--- config.mk ---
export PLATFORM = sky130hd
export DESIGN_NAME = uart_tx_sched
export DESIGN_NICKNAME = d
export VERILOG_FILES = /design/src/rtl/uart_tx_sched.sv
export SDC_FILE = /design/constraint.sdc
export NUM_CORES = 1
export LEC_CHECK = 0
export BUFFER_PORTS_ARGS = -buffer_cell sky130_fd_sc_hd__buf_2
export CAP_MARGIN = 20
export CORE_MARGIN = 4
export CORE_UTILIZATION = 45
export CTS_BUF_LIST = sky130_fd_sc_hd__clkbuf_8 sky130_fd_sc_hd__clkbuf_16
export DETAILED_ROUTE_END_ITERATION = 10
export PLACE_DENSITY = 0.71
export SLEW_MARGIN = 20
export SYNTH_ARGS = -nofsm -noshare
export SYNTH_HDL_FRONTEND = slang
export SYNTH_SLANG_ARGS = --single-unit
--- constraint.sdc ---
create_clock -name clk -period 3.3 [get_ports clk]
set_clock_uncertainty 0.05 [all_clocks]
set_input_delay 0.165 -clock clk [delete_from_list [all_inputs] [get_ports clk]]
set_output_delay 0.165 -clock clk [all_outputs]
set_load 0.05 [all_outputs]
--- src/rtl/uart_tx_sched.sv ---
// Round-robin scheduler sharing one 8N1 UART transmit line among NREQ byte sources.
// Arbitrates in IDLE, latches the winner's byte, then shifts the frame out on baud ticks.
module uart_tx_sched #(
  parameter int NREQ   = 4,
  parameter int DATA_W = 8
) (
  input  logic                     clk,
  input  logic                     rst,
  input  logic                     tick,
  input  logic [NREQ-1:0]          req,
  input  logic [NREQ*DATA_W-1:0]   data,
  output logic [NREQ-1:0]          ack,
  output logic [$clog2(NREQ)-1:0]  grant_id,
  output logic                     busy,
  output logic                     tx
);

  localparam int IW = $clog2(NREQ);
  localparam int BW = $clog2(DATA_W);
  localparam logic [IW-1:0] LAST_ID  = IW'(NREQ - 1);
  localparam logic [BW-1:0] LAST_BIT = BW'(DATA_W - 1);

  typedef enum logic [2:0] {
    IDLE,
    ALIGN,
    START,
    DATA,
    STOP
  } state_t;

  state_t            state, state_n;
  logic [IW-1:0]     last, last_n;
  logic [IW-1:0]     grant_n;
  logic [IW-1:0]     win, cand;
  logic              found;
  logic [DATA_W-1:0] shreg, shreg_n;
  logic [BW-1:0]     bitcnt, bitcnt_n;
  logic [NREQ-1:0]   ack_n;
  logic              busy_n;
  logic              tx_n;
  logic [DATA_W-1:0] lanes [NREQ];

  for (genvar g = 0; g < NREQ; g++) begin : g_lane
    assign lanes[g] = data[g*DATA_W +: DATA_W];
  end

  // Search starts one past the previous winner and wraps, so every client gets a turn.
  always_comb begin
    found = 1'b0;
    win   = '0;
    cand  = last;
    for (int unsigned k = 0; k < NREQ; k++) begin
      cand = (cand == LAST_ID) ? '0 : cand + 1'b1;
      if (!found && req[cand]) begin
        found = 1'b1;
        win   = cand;
      end
    end
  end

  always_comb begin
    state_n  = state;
    last_n   = last;
    grant_n  = grant_id;
    shreg_n  = shreg;
    bitcnt_n = bitcnt;
    ack_n    = '0;
    busy_n   = busy;
    tx_n     = tx;
    case (state)
      IDLE: begin
        tx_n = 1'b1;
        if (found) begin
          ack_n[win] = 1'b1;
          grant_n    = win;
          last_n     = win;
          shreg_n    = lanes[win];
          busy_n     = 1'b1;
          state_n    = ALIGN;
        end
      end
      ALIGN: begin
        if (tick) begin
          tx_n    = 1'b0;
          state_n = START;
        end
      end
      START: begin
        if (tick) begin
          tx_n     = shreg[0];
          shreg_n  = {1'b0, shreg[DATA_W-1:1]};
          bitcnt_n = '0;
          state_n  = DATA;
        end
      end
      DATA: begin
        if (tick) begin
          if (bitcnt == LAST_BIT) begin
            tx_n    = 1'b1;
            state_n = STOP;
          end else begin
            tx_n     = shreg[0];
            shreg_n  = {1'b0, shreg[DATA_W-1:1]};
            bitcnt_n = bitcnt + 1'b1;
          end
        end
      end
      STOP: begin
        if (tick) begin
          busy_n  = 1'b0;
          state_n = IDLE;
        end
      end
      default: begin
        state_n = IDLE;
        tx_n    = 1'b1;
      end
    endcase
  end

  always_ff @(posedge clk or posedge rst) begin
    if (rst) begin
      state    <= IDLE;
      last     <= LAST_ID;
      grant_id <= '0;
      shreg    <= '0;
      bitcnt   <= '0;
      ack      <= '0;
      busy     <= 1'b0;
      tx       <= 1'b1;
    end else begin
      state    <= state_n;
      last     <= last_n;
      grant_id <= grant_n;
      shreg    <= shreg_n;
      bitcnt   <= bitcnt_n;
      ack      <= ack_n;
      busy     <= busy_n;
      tx       <= tx_n;
    end
  end

endmodule

==> results of run 1 <==
synth_stat cells (all sizes together), types with 2 or more instances:
library cell and instances:
nor2 17, nor4 2, nand2b 2, and3 6
a221oi 6, o21a 2, dfrtp 21, nor3 4
mux2i 4, nand3b 3, ha 3, clkbuf 5
o21ai 5, a22o 7, inv 5, a21o 3
dfstp 3, nor2b 4, buf 10, a21oi 11
a211oi 8, o41ai 6, nand2 19, mux2 4
nand3 9
worst paths after layout:
check,startpoint,cells after the start,end,slack (ns)
worst max-delay path,last[0],7,shreg[2],0.25
worst min-delay path,rst,2,shreg[5],0.04
worst max register to register,last[0],7,shreg[2],0.25
worst min register to register,shreg[1],2,shreg[1],0.43
max in group asynchronous,rst,2,shreg[7],2.60
min in group clk,data[24],3,shreg[0],0.19
layout make-up:
type / instances / area, um^2
repair buffers: 49 / 253
clock buffers: 3 / 41.3
flip-flops and latches: 24 / 604
multi-input cells: 146 / 971
inverters: 5 / 18.8
clock inverters: 1 / 3.75
fillers: 334 / 1520
well taps: 46 / 57.6
power by group:
part / total [mW] / switching [mW] / internal [mW]
sequential: 0.503 / 0.0994 / 0.404
combinational: 0.907 / 0.549 / 0.358
clock: 0.179 / 0.0953 / 0.0834
metal layers:
layer | GRT usage (%) | up-vias | wire length, um
met3 | 1.74 | 5 | 223
met1 | 24.1 | 714 | 1930
met4 | 5.86 | 0 | 58
met2 | 26.6 | 52 | 1760
li1 | - | 798 | -
met5 | 0 | - | 0
worst max-delay path, delay by kind of cell, from the launching register on:
kind / cells / cell delay [ns]
adders and majority gates: 1 / 0.39
AOI/OAI and AO/OA: 5 / 1.41
DFF: 1 / 0.68
and+or+nand+nor: 1 / 0.39
kinds of logic after synthesis:
| family | after synthesis | synth area share (%) |
|---|---|---|
| compound gates | 60 | 26.4 |
| fa+ha+maj | 3 | 2.23 |
| buf+inv | 20 | 6.32 |
| flops | 24 | 35.9 |
| mux | 9 | 6.40 |
| simple gates | 74 | 22.7 |
through the flow:
stage	utilization [%]	power, mW	instances	setup WS [ns]	hold slack [ns]
4_1_cts	56.2	1.59	274	0.323	0.0820
3_3_place_gp	54.9	1.40	270	0.397	0.358
5_1_grt	56.2	1.73	274	0.0175	0.135
2_1_floorplan	-	1.28	190	0.713	0.127
6_report	56.2	1.59	274	0.251	0.0370
3_5_place_dp	54.9	1.41	270	0.314	0.369
sequential cells by signal (all words and copies together) (netlist names):
name and count:
state 3, last 2, ack 4, busy 1
tx 1, bitcnt 3, shreg 8, grant_id 2
==> flow_metrics.tcl, run 1 <==
set metrics [dict create \
    commonest_cells_after_routing_fill_and_taps_aside "sky130_fd_sc_hd__buf_2, sky130_fd_sc_hd__dfrtp_1, sky130_fd_sc_hd__nand2_1" \
    n_antenna_cell 0 \
    dpl.hpwl_um 3070 \
    maxCapViolCount 0 \
    effective_utilization_at_floorplan_pct 48.5 \
    route.vias.total 1569 \
    postRouteAntennaNets 0 \
    die_h_um 69.1 \
    htreeDepth 1 \
    hold_path.class "primary input to asynchronous set/reset pin" \
    routed_wl_um 3970 \
    timing.critical_path.from_type "flip-flop" \
    cts.path.max_buffers 2 \
    synth.yosys.seq_area_share_pct 35.9 \
    power-per-cell-area_nw_per_um2 815 \
    place.gp.congestion 0.851 \
    num-nets-final 271 \
    ir_drop_mv 0.494 \
    timing.critical_path.fanout_max 15 \
    die_area_um2 4780 \
    antenna_violations_before_repair 0 \
    syn_area_per_cell_um2 8.85 \
    worstSetupEndpointType "flip-flop" \
    floorplan.io_pins 47 \
    row_count 21 \
    synth_largest_area_cell "sky130_fd_sc_hd__dfrtp_1" \
    core_area_um2 3470 \
    synthDominantCellAreaShare_pct 31.3 \
    fmax_ghz 0.328 \
    port-buffer-count 46 \
    cts.repair.resized 0 \
    final-setup-viol-count 0 \
    avgRoutedWirePerCell_um 14.5 \
    crit_path_cell_trace "ha_1 > or3_1 > a221o_1 > a22oi_1 > o21ai_0 > a221oi_1 > o41ai_1" \
    number_of_global_route_vias_before_repair 1514 \
    timing.setup.tns_ns 0 \
    drt_drc_violations_left 0 \
    cts_made_buffers 3 \
    synthesis.area_um2 1680 \
    timing.critical_path.slowest_cell_delay_ns 0.68 \
    finalCriticalPeriod_ns 3.05 \
    synth_area_leaders "sky130_fd_sc_hd__dfrtp_1, sky130_fd_sc_hd__dfstp_2, sky130_fd_sc_hd__nand2_1" \
    worst_ep_required_time_ns 3.40 \
    post_drt_via_cell_ratio 5.73 \
    clock_tree.root_cell "sky130_fd_sc_hd__clkbuf_8" \
    initialDrtViolationCount 93 \
    cts_tree "done" \
    post_dp_cell_area_um2 1900 \
    final_design_area_no_fill_um2 1950 \
    globalRouteOverflowTotal 0 \
    synth_edf_count 0 \
    syn-num-nets 232 \
    most_used_flip_flop_cell_after_synthesis "sky130_fd_sc_hd__dfrtp_1" \
    hold_viol 0 \
    timing_worst_slew_pin_value_ns 0.927 \
    syn2layout_area_growth_pct 15.9 \
    detailedRoute.firstPassIterationCount 5 \
    floorplan.die.width_um 69.1 \
    grt_max_degree 25 \
    timing.slew.headroom_pct 38.2 \
    critical_path.slowest_cell "sky130_fd_sc_hd__dfstp_2" \
    total_clock_sinks 24 \
    synth_cells 190 \
    post_cts_repair_setup_buffers 0 \
    grt.total_usage_pct 16.9 \
    status "finished, final reports clean" \
    grt_first_pass_wirelength_um 6890 \
    setup.worst_path.class "flip-flop to flip-flop" \
    ys_types 49 \
    cts_hold_repair.buffers 0 \
    grt_setup_unrepaired "no" \
    arrival_ns 3.15 \
    synth-warning-count 0 \
    layout.cells.most_common "sky130_fd_sc_hd__buf_2" \
    clk_pin_slew_worst_paths_ns 0.09 \
    postSynth.asyncResetShare_pct 100 \
    slew_viol_final 0 \
    post_route_cells_drive_above_1_share_pct 28.5 \
    period_share_pct 92.4 \
    insertion_delay_ns 0.27 \
    ys_seq_elements 24 \
    power_leakage_nw 0.931 \
]
(Power assumes the default switching activity.)
==> inputs of run 2 (changes only) <==
CORE_UTILIZATION = 36   (was 45)
CTS_BUF_LIST = not set   (was sky130_fd_sc_hd__clkbuf_8 sky130_fd_sc_hd__clkbuf_16)
PLACE_DENSITY = 0.6   (was 0.71)
==> run 2 against run 1 <==
Compared with the run above:
- die area grew 22%
- routed wire length shrank 0.96%
- global-route usage shrank 3.0 points
- largest cell class unchanged
- utilization fell by 12 points
- clock power about the same
==> flow_metrics.tcl, run 2 (same netlist as run 1, synthesis figures left out) <==
set metrics [dict create \
    status "finished, final reports clean" \
    port-buffer-count 46 \
    arrival_ns 3.10 \
    largest_registers "shreg: 8 flops, ack: 4 flops" \
    timing.slew.headroom_pct 42.2 \
    initialDrtViolationCount 46 \
    clock_tree.root_cell "sky130_fd_sc_hd__clkbuf_8" \
    cts_tree "done" \
    routed_wl_um 3930 \
    row_count 24 \
    dpl.hpwl_um 3030 \
    grt_setup_unrepaired "no" \
    worstSetupEndpointType "flip-flop" \
    clk_pin_slew_worst_paths_ns 0.09 \
    worst_ep_required_time_ns 3.41 \
    insertion_delay_ns 0.27 \
    layout.filler_cells 463 \
    cts_hold_repair.buffers 0 \
    timing.setup.tns_ns 0 \
    finalCriticalPeriod_ns 3.00 \
    post_route_cells_drive_above_1_share_pct 28.4 \
    fmax_ghz 0.333 \
    maxCapViolCount 0 \
    grt_max_degree 25 \
    floorplan.die.width_um 76.3 \
    cts.repair.resized 0 \
    flip_flop_count_of_the_largest_register_after_layout 8 \
    timing.critical_path.fanout_max 15 \
    die_h_um 76.3 \
    period_share_pct 90.9 \
    grt_first_pass_wirelength_um 6780 \
    timing.critical_path.from_type "flip-flop" \
    max_flop_register "shreg" \
    cts.path.max_buffers 2 \
    antenna_violations_before_repair 0 \
    core_area_um2 4440 \
    cts_made_buffers 3 \
    place.gp.congestion 0.822 \
    hold_viol 0 \
    final_critical_path_setup_slack_ns 0.301 \
    die_area_um2 5830 \
    number_of_global_route_vias_before_repair 1416 \
    timing_worst_slew_pin_value_ns 0.862 \
    hold_path.class "primary input to flip-flop" \
    drt_drc_violations_left 0 \
    worst_hold_check_slack_ns 0.204 \
    finalPower_mw 1.58 \
    floorplan.io_pins 47 \
    num-nets-final 272 \
    syn2layout_area_growth_pct 17.0 \
    total_clock_sinks 24 \
    dp_slack_ns 0.291 \
    post_drt_via_cell_ratio 5.41 \
    globalRouteOverflowTotal 0 \
    final-setup-viol-count 0 \
    final_design_area_no_fill_um2 1970 \
    n_antenna_cell 0 \
    avgRoutedWirePerCell_um 14.0 \
    power-per-cell-area_nw_per_um2 804 \
    postRouteAntennaNets 0 \
    post_cts_repair_setup_buffers 0 \
    route.vias.total 1521 \
    layout.cells.most_common "sky130_fd_sc_hd__buf_2" \
    ir_drop_mv 0.366 \
    commonest_cells_after_routing_fill_and_taps_aside "sky130_fd_sc_hd__buf_2, sky130_fd_sc_hd__dfrtp_1, sky130_fd_sc_hd__nand2_1" \
    detailedRoute.firstPassIterationCount 4 \
    slew_viol_final 0 \
    grt.total_usage_pct 13.9 \
    setup.worst_path.class "flip-flop to flip-flop" \
    post_dp_cell_area_um2 1910 \
    htreeDepth 1 \
    power_leakage_nw 0.927 \
    effective_utilization_at_floorplan_pct 37.8 \
]
[run 2: changes by cell type in the layout (fill, tap and decap cells not counted), sizes merged]
cell	change
dlygate4sd3	+1
inv	-2
clkinv	+1
clkbuf	+1
[run 2: layout make-up]
cell class	instances	area, um^2	area share [%]
Sequential cell	24	604	30.7
Inverter	5	18.8	0.954
Timing Repair Buffer	50	263	13.4
Multi-Input combinational cell	146	971	49.4
Tap cell	52	65.1	3.31
Clock buffer	4	45.0	2.29
[run 2: report_power, final]
group          switching [mW]  total (mW)  leakage, nW  internal [mW]
clock                  0.0897       0.176       0.0228         0.0861
sequential             0.0987       0.503        0.298          0.404
combinational           0.546       0.903        0.606          0.357
total                   0.734        1.58        0.927          0.847
[run 2: per-stage QoR]
stage	util, %	cells
finish	44.3	281
CTS	44.0	280
floorplan	-	190
global placement	43.0	276
global route	44.3	281
detailed placement	43.0	276
[run 2: critical path: stages (launching register included)]
cell,delay [ns]
sky130_fd_sc_hd__dfstp_2,0.68
sky130_fd_sc_hd__ha_1,0.37
sky130_fd_sc_hd__nand2_1,0.09
sky130_fd_sc_hd__a2111o_1,0.56
sky130_fd_sc_hd__nand2_1,0.16
sky130_fd_sc_hd__a21o_1,0.25
sky130_fd_sc_hd__buf_4,0.24
sky130_fd_sc_hd__a221oi_1,0.11
sky130_fd_sc_hd__o41ai_1,0.39
[run 2: metal layers]
layer,part of all wire [%],global-route usage (%),vias up
met1,53,20.7,687
met5,0,0,-
met3,4.1,1.77,2
li1,-,-,797
met4,0.92,5.07,0
met2,42,20.3,35
[run 2: path summary, 6_finish.rpt]
kind,startpoint,end,slack [ns],cells past startpoint
max in group asynchronous,rst,busy,2.33,3
max,last[0],shreg[1],0.30,8
min,data[24],shreg[0],0.20,3
min in group asynchronous,rst,shreg[0],0.46,3
max reg2reg,last[0],shreg[1],0.30,8
min reg2reg,shreg[3],shreg[3],0.43,2
==> inputs of run 3 (changes only) <==
MAX_ROUTING_LAYER = met4   (was not set)
==> run 3 against run 2 <==
Compared with the run above:
- total power is essentially flat
- first-iteration DRC count grew 2.2%
- global-route usage grew 0.39 points
==> flow_metrics.tcl, run 3 (same netlist as run 1, synthesis figures left out) <==
set metrics [dict create \
    timing.critical_path.slowest_cell_delay_ns 0.68 \
    finalCriticalPeriod_ns 3.00 \
    grt_first_pass_wirelength_um 6780 \
    met1_track_demand_over_resource_in_global_routing_pct 20.9 \
    worst_ep_required_time_ns 3.41 \
    layout.cells.most_common "sky130_fd_sc_hd__buf_2" \
    grt_setup_unrepaired "no" \
    final_design_area_no_fill_um2 1970 \
    post_route_cells_drive_above_1_share_pct 28.4 \
    place.gp.congestion 0.834 \
    timing_worst_slew_pin_value_ns 0.863 \
    detailedRoute.firstPassIterationCount 4 \
    globalRouteOverflowTotal 0 \
    groute.layer.met2.usage_pct 20.3 \
    cts_made_buffers 3 \
    avgRoutedWirePerCell_um 14.0 \
    max_flop_register "shreg" \
    worstSetupEndpointType "flip-flop" \
    dpl.hpwl_um 3030 \
    grt.total_usage_pct 14.3 \
    number_of_global_route_vias_before_repair 1421 \
    commonest_cells_after_routing_fill_and_taps_aside "sky130_fd_sc_hd__buf_2, sky130_fd_sc_hd__dfrtp_1, sky130_fd_sc_hd__nand2_1" \
    die_h_um 76.3 \
    final_critical_path_setup_slack_ns 0.301 \
    flip_flop_count_of_the_largest_register_after_layout 8 \
    maxCapViolCount 0 \
    die_area_um2 5830 \
    hold_viol 0 \
    n_antenna_cell 0 \
    port-buffer-count 46 \
    fmax_ghz 0.333 \
    routed_wl_um 3920 \
    slew_viol_final 0 \
    final-setup-viol-count 0 \
    antenna_violations_before_repair 0 \
    drt_drc_violations_left 0 \
    timing.critical_path.from_type "flip-flop" \
    clock_tree.root_cell "sky130_fd_sc_hd__clkbuf_8" \
    htreeDepth 1 \
    insertion_delay_ns 0.26 \
    power-per-cell-area_nw_per_um2 804 \
    clk_pin_slew_worst_paths_ns 0.09 \
    placed_cells_incl_taps 276 \
    postRouteAntennaNets 0 \
    status "finished, final reports clean" \
    post_dp_cell_area_um2 1910 \
    rr_worst_depth 8 \
    crit_path_cell_trace "ha_1 > nand2_1 > a2111o_1 > nand2_1 > a21o_1 > buf_4 > a221oi_1 > o41ai_1" \
    floorplan.die.width_um 76.3 \
    period_share_pct 90.9 \
    stdcell_count 281 \
    timing.critical_path.fanout_max 15 \
    largest_registers "shreg: 8 flops, ack: 4 flops" \
    initialDrtViolationCount 47 \
    worst_hold_check_slack_ns 0.206 \
    gr-max-usage-layer "met1" \
    setup.worst_path.class "flip-flop to flip-flop" \
    cts.path.max_buffers 2 \
    cts.repair.resized 0 \
    total_clock_sinks 24 \
    grt_util_met3_pct 1.42 \
    cts_tree "done" \
    ir_drop_mv 0.365 \
    core_area_um2 4440 \
    min_delay_path_depth 3 \
    row_count 24 \
    critical_path.slowest_cell "sky130_fd_sc_hd__dfstp_2" \
    timing.setup.tns_ns 0 \
    effective_utilization_at_floorplan_pct 37.8 \
    syn2layout_area_growth_pct 17.0 \
    timing.slew.headroom_pct 42.1 \
    layout.filler_cells 463 \
    post_cts_repair_setup_buffers 0 \
    critPathMostFrequentCell "sky130_fd_sc_hd__nand2_1" \
    route.vias.total 1525 \
    floorplan.io_pins 47 \
    hold_path.class "primary input to flip-flop" \
    num-nets-final 272 \
    post_drt_via_cell_ratio 5.43 \
    arrival_ns 3.10 \
    dp_slack_ns 0.291 \
    power_leakage_nw 0.927 \
    grt_max_degree 25 \
]
## run 3: what timing repair did
action | in CTS | in global routing
hold endpoints to repair | 0 | 21
setup endpoints to repair | 0 | 0
hold buffers | 0 | 1
## run 3: through the flow
stage	util, %	total power, mW
2_1_floorplan	-	1.28
3_3_place_gp	43.0	1.41
3_5_place_dp	43.0	1.41
4_1_cts	44.0	1.59
5_1_grt	44.3	1.74
6_report	44.3	1.58
## run 3: worst max-delay path, delay by kind of cell (launching register included)
kind / cells / cell delay, ns
AOI/OAI and AO/OA: 4 / 1.31
adders and majority gates: 1 / 0.37
buffers and inverters: 1 / 0.24
and+or+nand+nor: 2 / 0.25
DFF: 1 / 0.68
## run 3: layout make-up
cell class,instances,area [um^2],area share [%]
flip-flops and latches,24,604,30.7
clock buffers,4,45.0,2.29
well taps,52,65.1,3.31
repair buffers,50,263,13.4
inverters,5,18.8,0.954
multi-input cells,146,971,49.4
## run 3: layer usage
layer,vias up,wire (um)
met5,-,0
met4,0,30
met3,4,155
met2,38,1650
met1,685,2080
li1,798,-
## run 3: worst paths after layout
| kind | from | endpoint | slack (ns) |
|---|---|---|---|
| worst min register to register | shreg[3] | shreg[3] | 0.43 |
| max in group asynchronous | rst | shreg[7] | 2.33 |
| worst max register to register | last[0] | shreg[1] | 0.30 |
| min in group asynchronous | rst | bitcnt[1] | 0.46 |
| worst max-delay path | last[0] | shreg[1] | 0.30 |
| worst min-delay path | data[24] | shreg[0] | 0.21 |
## run 3: report_power, final
part           leakage [nW]  internal (mW)  switching (mW)
combinational         0.606          0.357           0.545
clock                0.0228         0.0861          0.0898
sequential            0.298          0.404          0.0986
